## src/rtl/serial_adder_ctrl.sv

```systemverilog
// serial_adder_ctrl
//   Bit-serial add/subtract sequencer for an external 1-bit full adder stage.
//   On an accepted start it loads the operands and then feeds the adder one
//   bit pair per cycle, LSB first, together with the registered carry. It
//   collects the sum bits back into a shift register. After NrOfBits cycles
//   it presents the result and the flags, with a one-cycle done pulse.
//
//   Optional feature macro: SERIAL_ADDER_ZERO_FLAG_EN
//     defined   : zero_o is registered as (result == 0) at DONE entry
//     undefined : zero_o is tied low and no compare logic is built
//
// Ports
//   clock_i         system clock, rising edge
//   reset_i         synchronous, active-high reset
//   start_i         operation request, sampled only in IDLE or DONE
//   subtract_i      0: A+B, 1: A-B (sampled with start_i)
//   data_a_i        operand A (sampled with start_i)
//   data_b_i        operand B (sampled with start_i)
//   fa_data_a_o     to adder A input     (A shift register bit 0)
//   fa_data_b_o     to adder B input     (B shift register bit 0)
//   fa_carry_in_o   to adder carry input (carry register)
//   fa_result_i     sum bit from adder
//   fa_carry_out_i  carry out from adder
//   busy_o          high while shifting
//   done_o          one-cycle pulse, result valid
//   result_o        sum/difference, held until the next completed operation
//   carry_out_o     final carry; for subtract, 1 = no borrow
//   overflow_o      two's-complement overflow
//   zero_o          result == 0 (see macro above)
//
// state  | meaning
// IDLE   | waiting for start
// SHIFT  | one operand bit pair per cycle through the adder
// DONE   | result valid for one cycle; start here chains the next operation

module serial_adder_ctrl #(
   parameter int NrOfBits = 8
) (
   input  logic                clock_i,
   input  logic                reset_i,
   input  logic                start_i,
   input  logic                subtract_i,
   input  logic [NrOfBits-1:0] data_a_i,
   input  logic [NrOfBits-1:0] data_b_i,
   output logic                fa_data_a_o,
   output logic                fa_data_b_o,
   output logic                fa_carry_in_o,
   input  logic                fa_result_i,
   input  logic                fa_carry_out_i,
   output logic                busy_o,
   output logic                done_o,
   output logic [NrOfBits-1:0] result_o,
   output logic                carry_out_o,
   output logic                overflow_o,
   output logic                zero_o
);

   localparam int CntW = $clog2(NrOfBits);
   localparam logic [CntW-1:0] LastCnt = CntW'(NrOfBits - 1);

   localparam logic [1:0] ST_IDLE  = 2'd0;
   localparam logic [1:0] ST_SHIFT = 2'd1;
   localparam logic [1:0] ST_DONE  = 2'd2;

   logic [1:0]          state_q, state_d;
   logic [NrOfBits-1:0] a_sh_q, a_sh_d;
   logic [NrOfBits-1:0] b_sh_q, b_sh_d;
   logic [NrOfBits-1:0] r_sh_q, r_sh_d;
   logic                carry_q, carry_d;
   logic [CntW-1:0]     count_q, count_d;
   logic [NrOfBits-1:0] result_q, result_d;
   logic                carry_out_q, carry_out_d;
   logic                overflow_q, overflow_d;
   logic [NrOfBits-1:0] r_next;
   logic                load;

   // Sum register as it will look after this cycle's adder bit is shifted in;
   // on the last shift this is the final result.
   assign r_next = {fa_result_i, r_sh_q[NrOfBits-1:1]};

   assign load = start_i && ((state_q == ST_IDLE) || (state_q == ST_DONE));

   always_comb begin
      state_d     = state_q;
      a_sh_d      = a_sh_q;
      b_sh_d      = b_sh_q;
      r_sh_d      = r_sh_q;
      carry_d     = carry_q;
      count_d     = count_q;
      result_d    = result_q;
      carry_out_d = carry_out_q;
      overflow_d  = overflow_q;

      case (state_q)
         ST_SHIFT: begin
            a_sh_d  = a_sh_q >> 1;
            b_sh_d  = b_sh_q >> 1;
            r_sh_d  = r_next;
            carry_d = fa_carry_out_i;
            count_d = count_q + CntW'(1);
            if (count_q == LastCnt) begin
               state_d     = ST_DONE;
               result_d    = r_next;
               carry_out_d = fa_carry_out_i;
               // carry_q is the carry into the MSB during the last shift
               overflow_d  = carry_q ^ fa_carry_out_i;
            end
         end
         ST_IDLE, ST_DONE: begin
            if (load) begin
               state_d = ST_SHIFT;
               a_sh_d  = data_a_i;
               // subtraction as A + ~B + 1: invert B, preset the carry
               b_sh_d  = subtract_i ? ~data_b_i : data_b_i;
               carry_d = subtract_i;
               count_d = '0;
               r_sh_d  = '0;
            end else begin
               state_d = ST_IDLE;
            end
         end
         default: state_d = ST_IDLE;
      endcase
   end

   always_ff @(posedge clock_i) begin
      if (reset_i) begin
         state_q     <= ST_IDLE;
         a_sh_q      <= '0;
         b_sh_q      <= '0;
         r_sh_q      <= '0;
         carry_q     <= 1'b0;
         count_q     <= '0;
         result_q    <= '0;
         carry_out_q <= 1'b0;
         overflow_q  <= 1'b0;
      end else begin
         state_q     <= state_d;
         a_sh_q      <= a_sh_d;
         b_sh_q      <= b_sh_d;
         r_sh_q      <= r_sh_d;
         carry_q     <= carry_d;
         count_q     <= count_d;
         result_q    <= result_d;
         carry_out_q <= carry_out_d;
         overflow_q  <= overflow_d;
      end
   end

`ifdef SERIAL_ADDER_ZERO_FLAG_EN
   logic zero_q, zero_d;

   always_comb begin
      zero_d = zero_q;
      if ((state_q == ST_SHIFT) && (count_q == LastCnt)) begin
         zero_d = (r_next == '0);
      end
   end

   always_ff @(posedge clock_i) begin
      if (reset_i) begin
         zero_q <= 1'b0;
      end else begin
         zero_q <= zero_d;
      end
   end

   assign zero_o = zero_q;
`else
   assign zero_o = 1'b0;
`endif

   assign fa_data_a_o   = a_sh_q[0];
   assign fa_data_b_o   = b_sh_q[0];
   assign fa_carry_in_o = carry_q;

   assign busy_o      = (state_q == ST_SHIFT);
   assign done_o      = (state_q == ST_DONE);
   assign result_o    = result_q;
   assign carry_out_o = carry_out_q;
   assign overflow_o  = overflow_q;

endmodule

```

## config.mk

```make
export PLATFORM = sky130hd
export DESIGN_NAME = serial_adder_ctrl
export DESIGN_NICKNAME = d
export VERILOG_FILES = /design/src/rtl/serial_adder_ctrl.sv
export SDC_FILE = /design/constraint.sdc
export NUM_CORES = 1
export LEC_CHECK = 0
export BUFFER_PORTS_ARGS = -buffer_cell sky130_fd_sc_hd__buf_2
export CAP_MARGIN = 10
export CORE_ASPECT_RATIO = 1.25
export CORE_MARGIN = 1.5
export CORE_UTILIZATION = 45
export DETAILED_ROUTE_END_ITERATION = 6
export GPL_TIMING_DRIVEN = 0
export PLACE_DENSITY_LB_ADDON = 0.25
export SLEW_MARGIN = 10
export SYNTH_ARGS = -nofsm -noshare
export SYNTH_HDL_FRONTEND = slang
export SYNTH_SLANG_ARGS = --single-unit
```

## constraint.sdc

```tcl
create_clock -name clock_i -period 2.7 [get_ports clock_i]
set_input_delay 0.135 -clock clock_i [delete_from_list [all_inputs] [get_ports clock_i]]
set_output_delay 0.135 -clock clock_i [all_outputs]
set_load 0.03 [all_outputs]
```

==> results of run 1 <==
==> critical path, stage by stage (launching register included) <==
cell and delay, ps:
dfxtp_1 320, nand2b_1 190, inv_2 150, buf_2 230, buf_2 230
==> synth_stat cells (all sizes together), types with 2 or more instances <==
cell type,number,area (µm²)
a211oi,9,82.6
a21oi,21,105
buf,13,72.6
clkbuf,3,11.3
dfxtp,39,781
ha,2,25.0
mux2i,8,80.1
nand2,30,113
nand2b,3,18.8
nand3,12,60.1
nor2,3,11.3
nor2b,2,12.5
nor3,22,110
o22ai,7,43.8
xor2,8,70.1
==> area by class of cell <==
class                      instances  area, µm²
fill                             354       1540
inverter                           1       3.75
clock inverter                     1       5.00
buffer                            16       83.8
clock buffer                       7       76.3
multi-input combinational        132        772
timing repair buffer              34        170
sequential                        39        781
tap                               39       48.8
==> cells by family after synthesis <==
kind of cell,share of synthesized area
simple gates,0.211
other cells,0.00229
xor+xnor,0.0481
buf+inv,0.0534
fa+ha+maj,0.0153
flops,0.476
mux,0.0488
compound gates,0.146
==> path summary, 6_finish.rpt <==
check | start | to | slack (ps) | cells after the start
hold / removal | fa_result_i | r_sh_q[7] | 90 | 3
setup reg to reg | count_q[0] | result_o[3] | 1300 | 6
hold reg to reg | result_o[4] | result_o[4] | 460 | 2
setup / recovery | state_q[1] | busy_o | 1160 | 4
==> power breakdown <==
part / switching [W] / leakage, nW / total (W) / internal [W]
Combinational: 0.000106 / 0.439 / 0.000179 / 0.0000734
Clock: 0.000192 / 0.0422 / 0.000373 / 0.000181
Sequential: 0.0000172 / 0.319 / 0.000623 / 0.000606
Total: 0.000315 / 0.800 / 0.00118 / 0.000861
==> per-layer routing <==
metal | wire length [µm] | global-route usage
met3 | 187 | 0.0593
met2 | 1680 | 0.299
met4 | 52 | 0.0775
met5 | 0 | 0
met1 | 1520 | 0.239
==> metrics by stage <==
step	std cells	cell area, µm²	hold slack, ps
2_1_floorplan	188	1640	271
3_3_place_gp	261	1860	389
3_5_place_dp	261	1860	396
4_1_cts	269	1940	80.1
5_1_grt	269	1940	86.0
6_report	269	1940	89.0
==> state kept, by name, summed over array words and instances (netlist names) <==
name and count:
a_sh_q 8, b_sh_q 8, carry_out_o 1, count_q 3, fa_carry_in_o 1, overflow_o 1
r_sh_q 7, result_o 8, state_q 2
==> flow_metrics.tcl, run 1 <==
set metrics [dict create \
    antenna_left 0 \
    p_leak_nw 0.800 \
    post_cts_resize_count 0 \
    port_buffers 34 \
    cp_max_fo 10 \
    crit_type "flip-flop to output pin" \
    ys.flop_type "dfxtp_1" \
    root_buffer "clkbuf_8" \
    grtUsageTotal 0.189 \
    drc 0 \
    netlist_instances 188 \
    synth_warnings 0 \
    status "complete, no violations" \
    path_clk_slew_ps 70 \
    fmax_mhz 648 \
    gp_congestion 0.742 \
    grt_pass1_vias 1343 \
    final_net_count 253 \
    coreArea_mm2 0.00348 \
    slew_viol_final 0 \
    grt-ovfl-total 0 \
    dp_slack_ps 1300 \
    dieArea_mm2 0.00402 \
    synth_edf_count 0 \
    required_ps 2570 \
    period_minus_slack_ps 1540 \
    fin_crit_sh 0.572 \
    num_vias 1418 \
    rsz0062_at_grt "false" \
    clk_latency_ps 290 \
    cts.htree.levels 2 \
    cts_setup_buffers 0 \
    utilization 0.557 \
    antenna_cells 0 \
    slew_headroom 0.629 \
    num_rows 24 \
    fin_skew_ps 5.72 \
    die_y_um 70.5 \
    crit_arrival_ps 1410 \
    initial_core_util 0.471 \
    die_x_um 57 \
    first_iter_violations 31 \
    worst_slack_ps 1160 \
    final_cell_mix "44 x buf_2, 39 x dfxtp_1, 30 x nand2_1" \
    ir_worst_vdd_uv 404 \
    numCtsBuffers 5 \
    drtPass1Iterations 4 \
    cts_hold_buf 0 \
    ys_types 23 \
    yosysSeqAreaShare 0.476 \
    drive_above_1_share 0.252 \
    grt_pass1_wl_mm 6.07 \
    syn_avg_cell_area_um2 8.73 \
    end_kind "output pin" \
    synth-seq-cells 39 \
    hpwl_mm 2.39 \
    cp-start-kind "flip-flop" \
    power_w 0.00118 \
    cts_sinks 39 \
    final_common_cell "buf_2" \
    antenna_found_initial 0 \
    hp-class "input pin to flip-flop" \
    routedWlPerCell_um 12.8 \
    syn_nets 212 \
    routed_wl_mm 3.44 \
    area_growth_pct 18.3 \
    setup_violations 0 \
    ios 38 \
    tightestPinTransition_ps 557 \
    tns_ps 0 \
    grt_max_degree 12 \
    drv_cap 0 \
    clock_path_buffers 2 \
    syn_area_mm2 0.00164 \
    cts_tree "yes" \
    drt-vias-per-instance 5.27 \
    power_density_mw_per_mm2 606 \
    finalHoldViolations 0 \
    async_reset_ff_frac 0 \
]
Note: power is estimated with default switching activity, not from simulation.
==> inputs of run 2 (changes only) <==
--- a/config.mk
+++ b/config.mk
@@ -5,6 +5,7 @@
 export SDC_FILE = /design/constraint.sdc
 export NUM_CORES = 1
 export LEC_CHECK = 0
+export ABC_AREA = 1
 export BUFFER_PORTS_ARGS = -buffer_cell sky130_fd_sc_hd__buf_2
 export CAP_MARGIN = 10
 export CORE_ASPECT_RATIO = 1.25
==> constraint.sdc (replaced) <==
create_clock -name clock_i -period 1.4 [get_ports clock_i]
set_input_delay 0.07 -clock clock_i [delete_from_list [all_inputs] [get_ports clock_i]]
set_output_delay 0.07 -clock clock_i [all_outputs]
set_load 0.03 [all_outputs]
==> run 2 against run 1 <==
Non-clock buffer count increased by 6. Die area up 14%. Total power rose by 100%. Sequential share of layout area shrank 5.7 points. Wire length increased by 23%. Synthesized cell count is 48% higher. Register-to-register slack got worse by 1200 ps. Via count rose by 29%. Flip-flop and latch count is the same. Cell count increased by 42%. Cell area is 17% higher.
==> flow_metrics.tcl, run 2 <==
set metrics [dict create \
    antenna_left 0 \
    grtUsageTotal 0.194 \
    fmax_mhz 746 \
    drt-vias-per-instance 4.80 \
    syn_avg_cell_area_um2 6.75 \
    coreArea_mm2 0.00407 \
    grt-ovfl-total 0 \
    yosysMostFrequentCell "nand2_1" \
    num_rows 26 \
    hpwl_mm 2.89 \
    numCtsBuffers 5 \
    end_kind "output pin" \
    required_ps 1330 \
    synth.top_cell.area_share 0.414 \
    cts_tree "yes" \
    multi_input_area_um2 882 \
    worstHoldPathCells 3 \
    first_iter_violations 67 \
    routedWlPerCell_um 11.0 \
    die_x_um 60.9 \
    regArea_um2 782 \
    gp_congestion 0.806 \
    drive_above_1_share 0.221 \
    netlist_instances 279 \
    final_area_mm2 0.00226 \
    dieArea_mm2 0.00459 \
    n_fill_cell 413 \
    tns_ps 0 \
    syn_area_mm2 0.00188 \
    hp-class "input pin to flip-flop" \
    final_cell_mix "91 x nand2_1, 41 x buf_2, 40 x nand3_1" \
    setup_violations 0 \
    grt_pass1_vias 1520 \
    synth-seq-cells 39 \
    cp-start-kind "flip-flop" \
    root_buffer "clkbuf_8" \
    power_density_mw_per_mm2 1050 \
    num_vias 1833 \
    synth_edf_count 0 \
    routed_wl_mm 4.22 \
    ir_worst_vdd_uv 679 \
    worst_slack_ps 59.5 \
    rsz0062_at_grt "false" \
    synth_warnings 0 \
    syn_nets 303 \
    path_clk_slew_ps 80 \
    dp_slack_ps 60.8 \
    drtPass1Iterations 4 \
    slew_viol_final 0 \
    antenna_cells 0 \
    clk_latency_ps 290 \
    synth_area_leader_cell "dfxtp_1" \
    port_buffers 35 \
    ys.flop_type "dfxtp_1" \
    period_minus_slack_ps 1340 \
    initial_core_util 0.463 \
    placedCellCount 370 \
    grt_pass1_wl_mm 6.68 \
    finalNonFillerCells 382 \
    async_reset_ff_frac 0 \
    fin_skew_ps 9.43 \
    clock_path_buffers 2 \
    drc 0 \
    area_growth_pct 20.1 \
    crit_arrival_ps 1270 \
    cp_max_fo 10 \
    status "complete, no violations" \
    die_y_um 75.4 \
    utilization 0.556 \
    yosysSeqAreaShare 0.414 \
    final_common_cell "nand2_1" \
    ios 38 \
    grt_max_degree 11 \
    placed_area_mm2 0.00213 \
    cts.htree.levels 2 \
    fin_crit_sh 0.957 \
    synth_area_leaders "dfxtp_1 41%, nand2_1 18%, nand3_1 11%" \
    final_net_count 351 \
    p_leak_nw 1.20 \
    antenna_found_initial 0 \
    reg2reg_depth 6 \
    cts_sinks 39 \
    synth_commonest_cells "91 x nand2_1, 40 x nand3_1, 39 x dfxtp_1, 27 x nor2_1, 25 x inv_1" \
    crit_type "flip-flop to output pin" \
    finalHoldViolations 0 \
    drv_cap 0 \
    ys_types 22 \
]
## run 2: cell count changes in the layout (fill, tap and decap cells not counted), sizes merged, moves of 6 or more
cell	before	now
a21oi	21	14
xor2	8	1
nand2	30	93
buf	47	53
o22ai	7	0
o21ai	0	9
mux2i	8	0
a211oi	9	0
nand3	12	44
nor3	22	0
nor2	3	28
inv	1	29
## run 2: final cells by class
class	count	share of cell area
flip-flops and latches	39	0.346
inverters	31	0.0548
multi-input cells	194	0.390
well taps	56	0.0310
clock buffers	6	0.0321
repair buffers	41	0.0996
plain buffers	15	0.0470
## run 2: worst paths after layout
| check | to | startpoint | slack (ps) |
|---|---|---|---|
| max | busy_o | state_q[0] | 60 |
| min | result_o[7] | fa_result_i | 4 |
| max reg2reg | carry_out_o | count_q[0] | 130 |
| min reg2reg | count_q[0] | count_q[0] | 450 |
## run 2: power by group
group	leakage, nW	switching, W	internal (W)	total (W)
registers	0.319	0.0000251	0.00117	0.00120
logic	0.844	0.000283	0.000184	0.000467
clock network	0.0371	0.000371	0.000332	0.000703
## run 2: metrics by stage
step / power, W / hold WS (ps)
after floorplan: 0.00155 / 139
after global placement: 0.00166 / 284
after detailed placement: 0.00166 / 288
after CTS: 0.00236 / 8.99
after global routing: 0.00248 / 17.3
final: 0.00237 / 3.70
## run 2: worst max-delay path, cell delays in order, from the launching register on
cell	delay, ps
dfxtp_1	330
buf_6	140
inv_8	50
nor2_4	160
buf_6	140
buf_4	150
## run 2: repair_timing
action	in CTS	in global routing
buffers inserted	0	5
gates resized for setup	2	4
pin swaps	0	1
hold buffers	1	0
endpoints found under the hold margin	2	0
setup endpoints to repair	1	11
## run 2: layer usage
layer,part of all wire,vias to the layer above,global-route usage
met5,0,-,0
met4,0.014,0,0.0725
met3,0.039,6,0.0526
met2,0.49,38,0.319
met1,0.46,825,0.243
li1,-,964,-
## run 2: logic make-up (layout without fill, tap and decap cells)
kind of cell | after synthesis | after routing | share of synthesized area
adders and majority gates | 2 | 2 | 0.0133
buffers and inverters | 46 | 93 | 0.119
xor gates and xnor gates | 1 | 1 | 0.00465
other | 1 | 1 | 0.00199
AOI/OAI and AO/OA | 23 | 23 | 0.0611
and+or+nand+nor | 167 | 167 | 0.386
DFF | 39 | 39 | 0.414
